### src/rtl/cog_pkg.sv
// Shared definitions for the cog capture block: capture mode encodings,
// FSM state type, configuration word bit-field positions and a decoder
// that unpacks the configuration word into a structured form.
package cog_pkg;

  typedef enum logic [1:0] {
    CAP_OFF   = 2'b00,
    CAP_RISE  = 2'b01,
    CAP_FALL  = 2'b10,
    CAP_PULSE = 2'b11
  } cap_mode_e;

  typedef enum logic [1:0] {
    ST_IDLE,
    ST_ARM,
    ST_MEASURE,
    ST_HOLD
  } cap_state_e;

  localparam int unsigned CFG_PIN_LSB   = 0;
  localparam int unsigned CFG_PIN_W     = 5;
  localparam int unsigned CFG_MODE_LSB  = 5;
  localparam int unsigned CFG_MODE_W    = 2;
  localparam int unsigned CFG_REARM_BIT = 7;

  // Field order mirrors the configuration word, MSB first.
  typedef struct packed {
    logic                 rearm;
    cap_mode_e            mode;
    logic [CFG_PIN_W-1:0] pin;
  } cap_cfg_t;

  localparam cap_cfg_t CFG_RESET = '{rearm: 1'b0, mode: CAP_OFF, pin: '0};

  function automatic cap_cfg_t cfg_decode(input logic [7:0] word);
    cap_cfg_t c;
    c.pin   = word[CFG_PIN_LSB +: CFG_PIN_W];
    c.mode  = cap_mode_e'(word[CFG_MODE_LSB +: CFG_MODE_W]);
    c.rearm = word[CFG_REARM_BIT];
    return c;
  endfunction

  function automatic logic is_period_mode(input cap_mode_e m);
    return (m == CAP_RISE) || (m == CAP_FALL);
  endfunction

endpackage

### src/rtl/cog_cap_sync.sv
// Pin conditioning for the capture block: 2-flop synchronizer, optional
// 3-sample majority glitch filter, and a 1-flop edge delay producing
// single-cycle rise/fall strobes.
//
// Build option: define COG_CAP_FILTER_EN to insert the majority filter
// (rejects 1-cycle pulses, edge latency grows from 3 to 5 cycles).
//
// Ports:
//   clk_cog  in   cog clock
//   nres     in   asynchronous active-low reset
//   clr      in   synchronous clear of all history flops
//   pin      in   raw asynchronous pin
//   level    out  conditioned pin level
//   rise     out  one-cycle strobe on a 0->1 of level
//   fall     out  one-cycle strobe on a 1->0 of level
module cog_cap_sync (
  input  logic clk_cog,
  input  logic nres,
  input  logic clr,
  input  logic pin,
  output logic level,
  output logic rise,
  output logic fall
);

  logic sync1_q;
  logic sync2_q;
  logic dly_q;

`ifdef COG_CAP_FILTER_EN
  logic hist1_q;
  logic hist2_q;
  logic filt_q;
  logic maj;

  // Majority over three consecutive synchronized samples; registered so
  // that both edges see the same added latency.
  assign maj = (sync2_q & hist1_q) | (sync2_q & hist2_q) | (hist1_q & hist2_q);

  always_ff @(posedge clk_cog or negedge nres) begin
    if (!nres) begin
      sync1_q <= 1'b0;
      sync2_q <= 1'b0;
      hist1_q <= 1'b0;
      hist2_q <= 1'b0;
      filt_q  <= 1'b0;
      dly_q   <= 1'b0;
    end else if (clr) begin
      sync1_q <= 1'b0;
      sync2_q <= 1'b0;
      hist1_q <= 1'b0;
      hist2_q <= 1'b0;
      filt_q  <= 1'b0;
      dly_q   <= 1'b0;
    end else begin
      sync1_q <= pin;
      sync2_q <= sync1_q;
      hist1_q <= sync2_q;
      hist2_q <= hist1_q;
      filt_q  <= maj;
      dly_q   <= filt_q;
    end
  end

  assign level = filt_q;
`else
  always_ff @(posedge clk_cog or negedge nres) begin
    if (!nres) begin
      sync1_q <= 1'b0;
      sync2_q <= 1'b0;
      dly_q   <= 1'b0;
    end else if (clr) begin
      sync1_q <= 1'b0;
      sync2_q <= 1'b0;
      dly_q   <= 1'b0;
    end else begin
      sync1_q <= pin;
      sync2_q <= sync1_q;
      dly_q   <= sync2_q;
    end
  end

  assign level = sync2_q;
`endif

  assign rise = level & ~dly_q;
  assign fall = ~level & dly_q;

endmodule

### src/rtl/cog_cap.sv
// Cog pin capture unit: measures period (rise-to-rise or fall-to-fall) or
// single high-pulse width of one selected pin, in clk_cog cycles, with
// high-time accumulation in period modes, overflow/lost-result flagging
// and optional back-to-back re-arming.
//
// Build option: COG_CAP_FILTER_EN enables the glitch filter inside
// cog_cap_sync (edge latency 5 cycles instead of 3).
//
// Ports:
//   clk_cog     in   cog clock
//   nres        in   asynchronous active-low reset
//   ena         in   cog enable; low forces IDLE and clears configuration
//   setcap      in   configuration write strobe
//   data        in   configuration word: [4:0] pin, [6:5] mode, [7] rearm
//   pin_in      in   raw pin inputs
//   rdcap       in   result acknowledge strobe
//   cap_period  out  last measured period / pulse width
//   cap_high    out  high time within the last period (0 in pulse mode)
//   cap_valid   out  unread result held
//   cap_ovf     out  counter saturated or an unread result was overwritten
module cog_cap
  import cog_pkg::*;
#(
  parameter int unsigned CNT_W = 32
) (
  input  logic             clk_cog,
  input  logic             nres,
  input  logic             ena,
  input  logic             setcap,
  input  logic [31:0]      data,
  input  logic [31:0]      pin_in,
  input  logic             rdcap,
  output logic [CNT_W-1:0] cap_period,
  output logic [CNT_W-1:0] cap_high,
  output logic             cap_valid,
  output logic             cap_ovf
);

  localparam logic [CNT_W-1:0] CNT_ONE = {{(CNT_W-1){1'b0}}, 1'b1};
  localparam logic [CNT_W-1:0] CNT_MAX = '1;

  cap_cfg_t         cfg_q,  cfg_d;
  cap_state_e       state_q, state_d;
  logic [CNT_W-1:0] cnt_q,  cnt_d;
  logic [CNT_W-1:0] hcnt_q, hcnt_d;
  logic [CNT_W-1:0] period_d, high_d;
  logic             valid_d, ovf_d;

  logic             lvl, rise, fall;
  logic             sync_clr;
  logic             per_mode;
  logic             start_evt, stop_evt;
  logic             end_evt, sat_evt;
  logic [CNT_W-1:0] hcnt_init;
  logic             data_unused;

  assign data_unused = ^data[31:8];

  // Reconfiguration discards pin history so a stale level on the old pin
  // cannot produce an edge on the new one.
  assign sync_clr = ena & setcap;

  cog_cap_sync u_sync (
    .clk_cog (clk_cog),
    .nres    (nres),
    .clr     (sync_clr),
    .pin     (pin_in[cfg_q.pin]),
    .level   (lvl),
    .rise    (rise),
    .fall    (fall)
  );

  assign per_mode  = is_period_mode(cfg_q.mode);
  assign start_evt = (cfg_q.mode == CAP_FALL) ? fall : rise;
  assign stop_evt  = (cfg_q.mode == CAP_RISE) ? rise : fall;
  // The start edge cycle itself counts toward high time when the pin is high.
  assign hcnt_init = (per_mode && lvl) ? CNT_ONE : '0;

  always_comb begin
    state_d  = state_q;
    cfg_d    = cfg_q;
    cnt_d    = cnt_q;
    hcnt_d   = hcnt_q;
    period_d = cap_period;
    high_d   = cap_high;
    valid_d  = cap_valid;
    ovf_d    = cap_ovf;
    end_evt  = 1'b0;
    sat_evt  = 1'b0;

    if (!ena) begin
      state_d = ST_IDLE;
      cfg_d   = CFG_RESET;
      cnt_d   = '0;
      hcnt_d  = '0;
    end else if (setcap) begin
      cfg_d   = cfg_decode(data[7:0]);
      state_d = (cfg_d.mode != CAP_OFF) ? ST_ARM : ST_IDLE;
      cnt_d   = '0;
      hcnt_d  = '0;
    end else begin
      unique case (state_q)
        ST_IDLE: ;
        ST_ARM: begin
          if (start_evt) begin
            state_d = ST_MEASURE;
            cnt_d   = CNT_ONE;
            hcnt_d  = hcnt_init;
          end
        end
        ST_MEASURE: begin
          if (stop_evt) begin
            end_evt  = 1'b1;
            period_d = cnt_q;
            high_d   = per_mode ? hcnt_q : '0;
            if (cfg_q.rearm && per_mode) begin
              cnt_d  = CNT_ONE;
              hcnt_d = hcnt_init;
            end else if (cfg_q.rearm) begin
              // A pulse ends on a fall, so restarting the count there would
              // time the low phase; wait for the next rise instead.
              state_d = ST_ARM;
            end else begin
              state_d = ST_HOLD;
            end
          end else begin
            if (cnt_q == CNT_MAX) begin
              sat_evt = 1'b1;
            end else begin
              cnt_d = cnt_q + CNT_ONE;
            end
            if (per_mode && lvl && (hcnt_q != CNT_MAX)) begin
              hcnt_d = hcnt_q + CNT_ONE;
            end
          end
        end
        ST_HOLD: begin
          if (rdcap) state_d = ST_ARM;
        end
        default: state_d = ST_IDLE;
      endcase
    end

    // A fresh result beats an acknowledge in the same cycle; overwriting an
    // unread result is flagged unless that acknowledge arrived with it.
    if (end_evt) begin
      valid_d = 1'b1;
      ovf_d   = rdcap ? 1'b0 : (cap_valid | cap_ovf);
    end else begin
      if (rdcap) begin
        valid_d = 1'b0;
        ovf_d   = 1'b0;
      end
      if (sat_evt) ovf_d = 1'b1;
    end
  end

  always_ff @(posedge clk_cog or negedge nres) begin
    if (!nres) begin
      state_q    <= ST_IDLE;
      cfg_q      <= CFG_RESET;
      cnt_q      <= '0;
      hcnt_q     <= '0;
      cap_period <= '0;
      cap_high   <= '0;
      cap_valid  <= 1'b0;
      cap_ovf    <= 1'b0;
    end else begin
      state_q    <= state_d;
      cfg_q      <= cfg_d;
      cnt_q      <= cnt_d;
      hcnt_q     <= hcnt_d;
      cap_period <= period_d;
      cap_high   <= high_d;
      cap_valid  <= valid_d;
      cap_ovf    <= ovf_d;
    end
  end

endmodule

### config.mk
export PLATFORM = sky130hd
export DESIGN_NAME = cog_cap
export DESIGN_NICKNAME = d
export VERILOG_FILES = /design/src/rtl/cog_pkg.sv /design/src/rtl/cog_cap_sync.sv /design/src/rtl/cog_cap.sv
export SDC_FILE = /design/constraint.sdc
export NUM_CORES = 1
export LEC_CHECK = 0
export CAP_MARGIN = 20
export CORE_AREA = 2 2 133 135
export CTS_BUF_LIST = sky130_fd_sc_hd__clkbuf_8
export CTS_CLUSTER_DIAMETER = 50
export CTS_CLUSTER_SIZE = 28
export DETAILED_ROUTE_END_ITERATION = 16
export DIE_AREA = 0 0 135 137
export PLACE_DENSITY = 0.69
export SLEW_MARGIN = 20
export SYNTH_ARGS = -nofsm -noshare
export SYNTH_HDL_FRONTEND = slang
export SYNTH_HIERARCHICAL = 1
export SYNTH_SLANG_ARGS = --single-unit
### constraint.sdc
create_clock -name clk_cog -period 4 [get_ports clk_cog]
set_input_delay 1 -clock clk_cog [delete_from_list [all_inputs] [get_ports clk_cog]]
set_output_delay 1 -clock clk_cog [all_outputs]
set_load 0.005 [all_outputs]
==> results by group <==
Routing
  • Antenna viol nets, final: 0
  • Initial DRC count: 369
  • DRT Pass-1 Iters: 4
  • Drc violations: 0
  • DR WL/cell: 14.3 um
  • DRT Wirelength: 15500 um
  • Vias per cell: 5.09
  • Vias after detailed routing: 5501

Placement
  • Port bufs: 110
  • DP Wirelength: 10600 um
  • Placed cell area: 8410 um^2
  • Routability Congestion: 0.838
  • Dpl ws: 0.361 ns

CTS
  • CTS tree: done
  • Post CTS Setup Buffer Count: 0
  • Cts bufs inserted: 17
  • Clock sink count: 143
  • Root buffer cell: clkbuf_8
  • Reg clk slew, reported paths: 0.09 ns
  • Hold buffer count at cts: 0
  • CTS HTree Levels: 4
  • Clk buf depth: 2
  • Resized cells post-CTS: 0
  • Clk Latency, worst-skew pair: 0.46 ns

Floorplan
  • Die X-Extent: 135 um
  • Die Y: 137 um
  • Die area: 18500 um^2
  • IO Pins: 135
  • Starting density of the core: 41.3%
  • Site row count: 48
  • Core footprint: 17100 um^2

Cells and area
  • Most common cell after layout, fill and taps aside: nand2_1
  • Syn-to-layout area delta: 26.3%
  • Most frequent cells in the layout: 188 x nand2_1, 143 x dfrtp_1, 109 x clkdlybuf4s50_1
  • Cell area after layout: 8900 um^2
  • Share of layout cells above drive strength 1: 7.83%
  • Filler cells: 1600
  • Final core utilization: 52.2%
  • Diodes inserted: 0
  • Layout net count: 920

Global routing
  • First-pass GRT wire length: 26400 um
  • Antenna violations before repair: 0
  • Largest net degree at the start of global routing: 81
  • GRT Overall Usage: 17.9%
  • Total gr overflow: 0
  • Vias in the first global route: 5327

Setup path
  • R2r setup slk: 0.71 ns
  • Setup Crit Path Kind: flop to flop
  • Required @ worst endpoint: 4.34 ns
  • Crit-path max FO: 34
  • Crit. End Element: flop
  • Crit path DAT: 3.63 ns
  • Startpoint types: flop

Power
  • Leakage: 3.95 nW
  • Peak supply drop: 0.000235 V
  • Power Dens Cells: 354 nW/um^2

Timing
  • Setup TNS: 0 ns
  • Setup WS post-layout: 0.705 ns
  • Final min period: 3.29 ns
  • Worst slew pin tran: 0.969 ns
  • Worst Skew: 0.0152 ns
  • Period utilization: 82.4%
  • Unrepaired setup endpoints after global routing: false
  • Slew Viols, Final: 0
  • Final setup vio count: 0
  • Final hold vios: 0
  • FMAX: 0.303 GHz
  • Worst slew margin: 35.1%

Logic synthesis
  • Syn Inst Count: 739
  • #FFs+latches synth: 143
  • Synth Cell Area: 7050 um^2
  • Sequential cell area fraction in the yosys report: 50.8%
  • Yosys warns: 6
  • Yosys cell types: 49
  • Avg Inst Size Synth: 9.54 um^2
  • Syn_nets: 815

Flow run
  • Max Cap Viol: 0

Min path
  • Hold Crit Class: flop to flop

Outcome
  • Outcome: finished clean
-- synth_stat cells, drive strengths merged --
master | number | area (um^2)
xnor2 | 12 | 105
o311ai | 2 | 17.5
or4b | 1 | 10.0
o2111ai | 1 | 8.76
and4 | 6 | 52.6
nor4 | 11 | 96.3
o31ai | 1 | 7.51
o21ai | 18 | 90.1
o21bai | 1 | 7.51
nor3b | 1 | 18.8
nand2 | 189 | 709
o41ai | 1 | 8.76
a21oi | 9 | 45.0
or4 | 3 | 22.5
nand3b | 35 | 263
nor2b | 18 | 113
nor2 | 68 | 255
and3b | 1 | 8.76
mux4 | 10 | 225
a211oi | 1 | 7.51
nand4b | 1 | 8.76
or2 | 1 | 6.26
ha | 7 | 87.6
o21a | 1 | 7.51
clkbuf | 24 | 90.1
and3 | 17 | 108
mux2i | 10 | 104
mux2 | 3 | 33.8
a21boi | 1 | 7.51
xor2 | 41 | 359
nand4 | 26 | 190
nor3 | 9 | 45.0
dfrtp | 143 | 3580
nand3 | 35 | 185
and2 | 5 | 31.3
inv | 8 | 30.0
or3 | 8 | 50.1
nand2b | 1 | 6.26
buf | 8 | 33.8
o211ai | 1 | 12.5
-- metrics by stage --
step | cells | total power [mW] | hold WS, ns
after floorplan | 739 | 1.64 | 0.439
after global placement | 1050 | 1.76 | 0.444
after detailed placement | 1050 | 1.76 | 0.453
after CTS | 1081 | 3.18 | 0.472
after global routing | 1081 | 3.27 | 0.487
final | 1081 | 3.15 | 0.465
-- kinds of logic after synthesis --
kind of cell / Yosys count / synth area share, %
mux: 23 / 5.15
compound gates: 37 / 3.13
xor+xnor: 53 / 6.59
flops: 143 / 50.8
simple gates: 436 / 30.9
fa+ha+maj: 7 / 1.24
buf+inv: 40 / 2.18
-- worst paths after layout --
path,startpoint,to,cells past startpoint
max reg2reg,cfg_q[5],hcnt_q[15],8
min reg2reg,cap_high[30],cap_high[30],2
min in group asynchronous,nres,cap_high[11],1
max in group asynchronous,nres,cnt_q[17],2
min,cap_high[30],cap_high[30],2
max,cfg_q[5],hcnt_q[15],8
-- worst max-delay path, cell delays in order (launching register included) --
cell      delay [ns]
dfrtp_1         0.38
inv_1           0.05
ha_1            0.64
nor2b_1         0.31
o211ai_2        0.19
nor2_1          0.79
nand3_1         0.30
o311ai_0        0.38
o41ai_1         0.13
-- sequential cells by signal, indices dropped and copies added, names as in the netlist --
signal,cells
cap_high,32
u_sync/dly_q,1
cap_period,32
state_q,2
hcnt_q,32
cnt_q,32
cap_valid,1
u_sync/level,1
cfg_q,8
cap_ovf,1
u_sync/sync1_q,1
-- area by class of cell --
type / count / area [um^2] / share of cell area, %
timing repair buffer: 118 / 1190 / 13.3
clock buffer: 18 / 248 / 2.78
tap: 225 / 282 / 3.16
multi-input combinational: 556 / 3330 / 37.4
clock inverter: 13 / 244 / 2.74
inverter: 8 / 30.0 / 0.337
sequential: 143 / 3580 / 40.2
-- power breakdown --
part | internal (mW) | total [mW] | switching, mW | leakage (nW)
Sequential | 1.46 | 1.48 | 0.0159 | 1.99
Clock | 0.875 | 1.42 | 0.544 | 0.251
Combinational | 0.111 | 0.253 | 0.142 | 1.72
-- layer usage --
layer	GRT usage, %	routed length, um
met5	0	0
met4	6.25	229
met1	24.9	7420
met3	4.89	870
met2	27.1	6960
(Power assumes the default switching activity.)
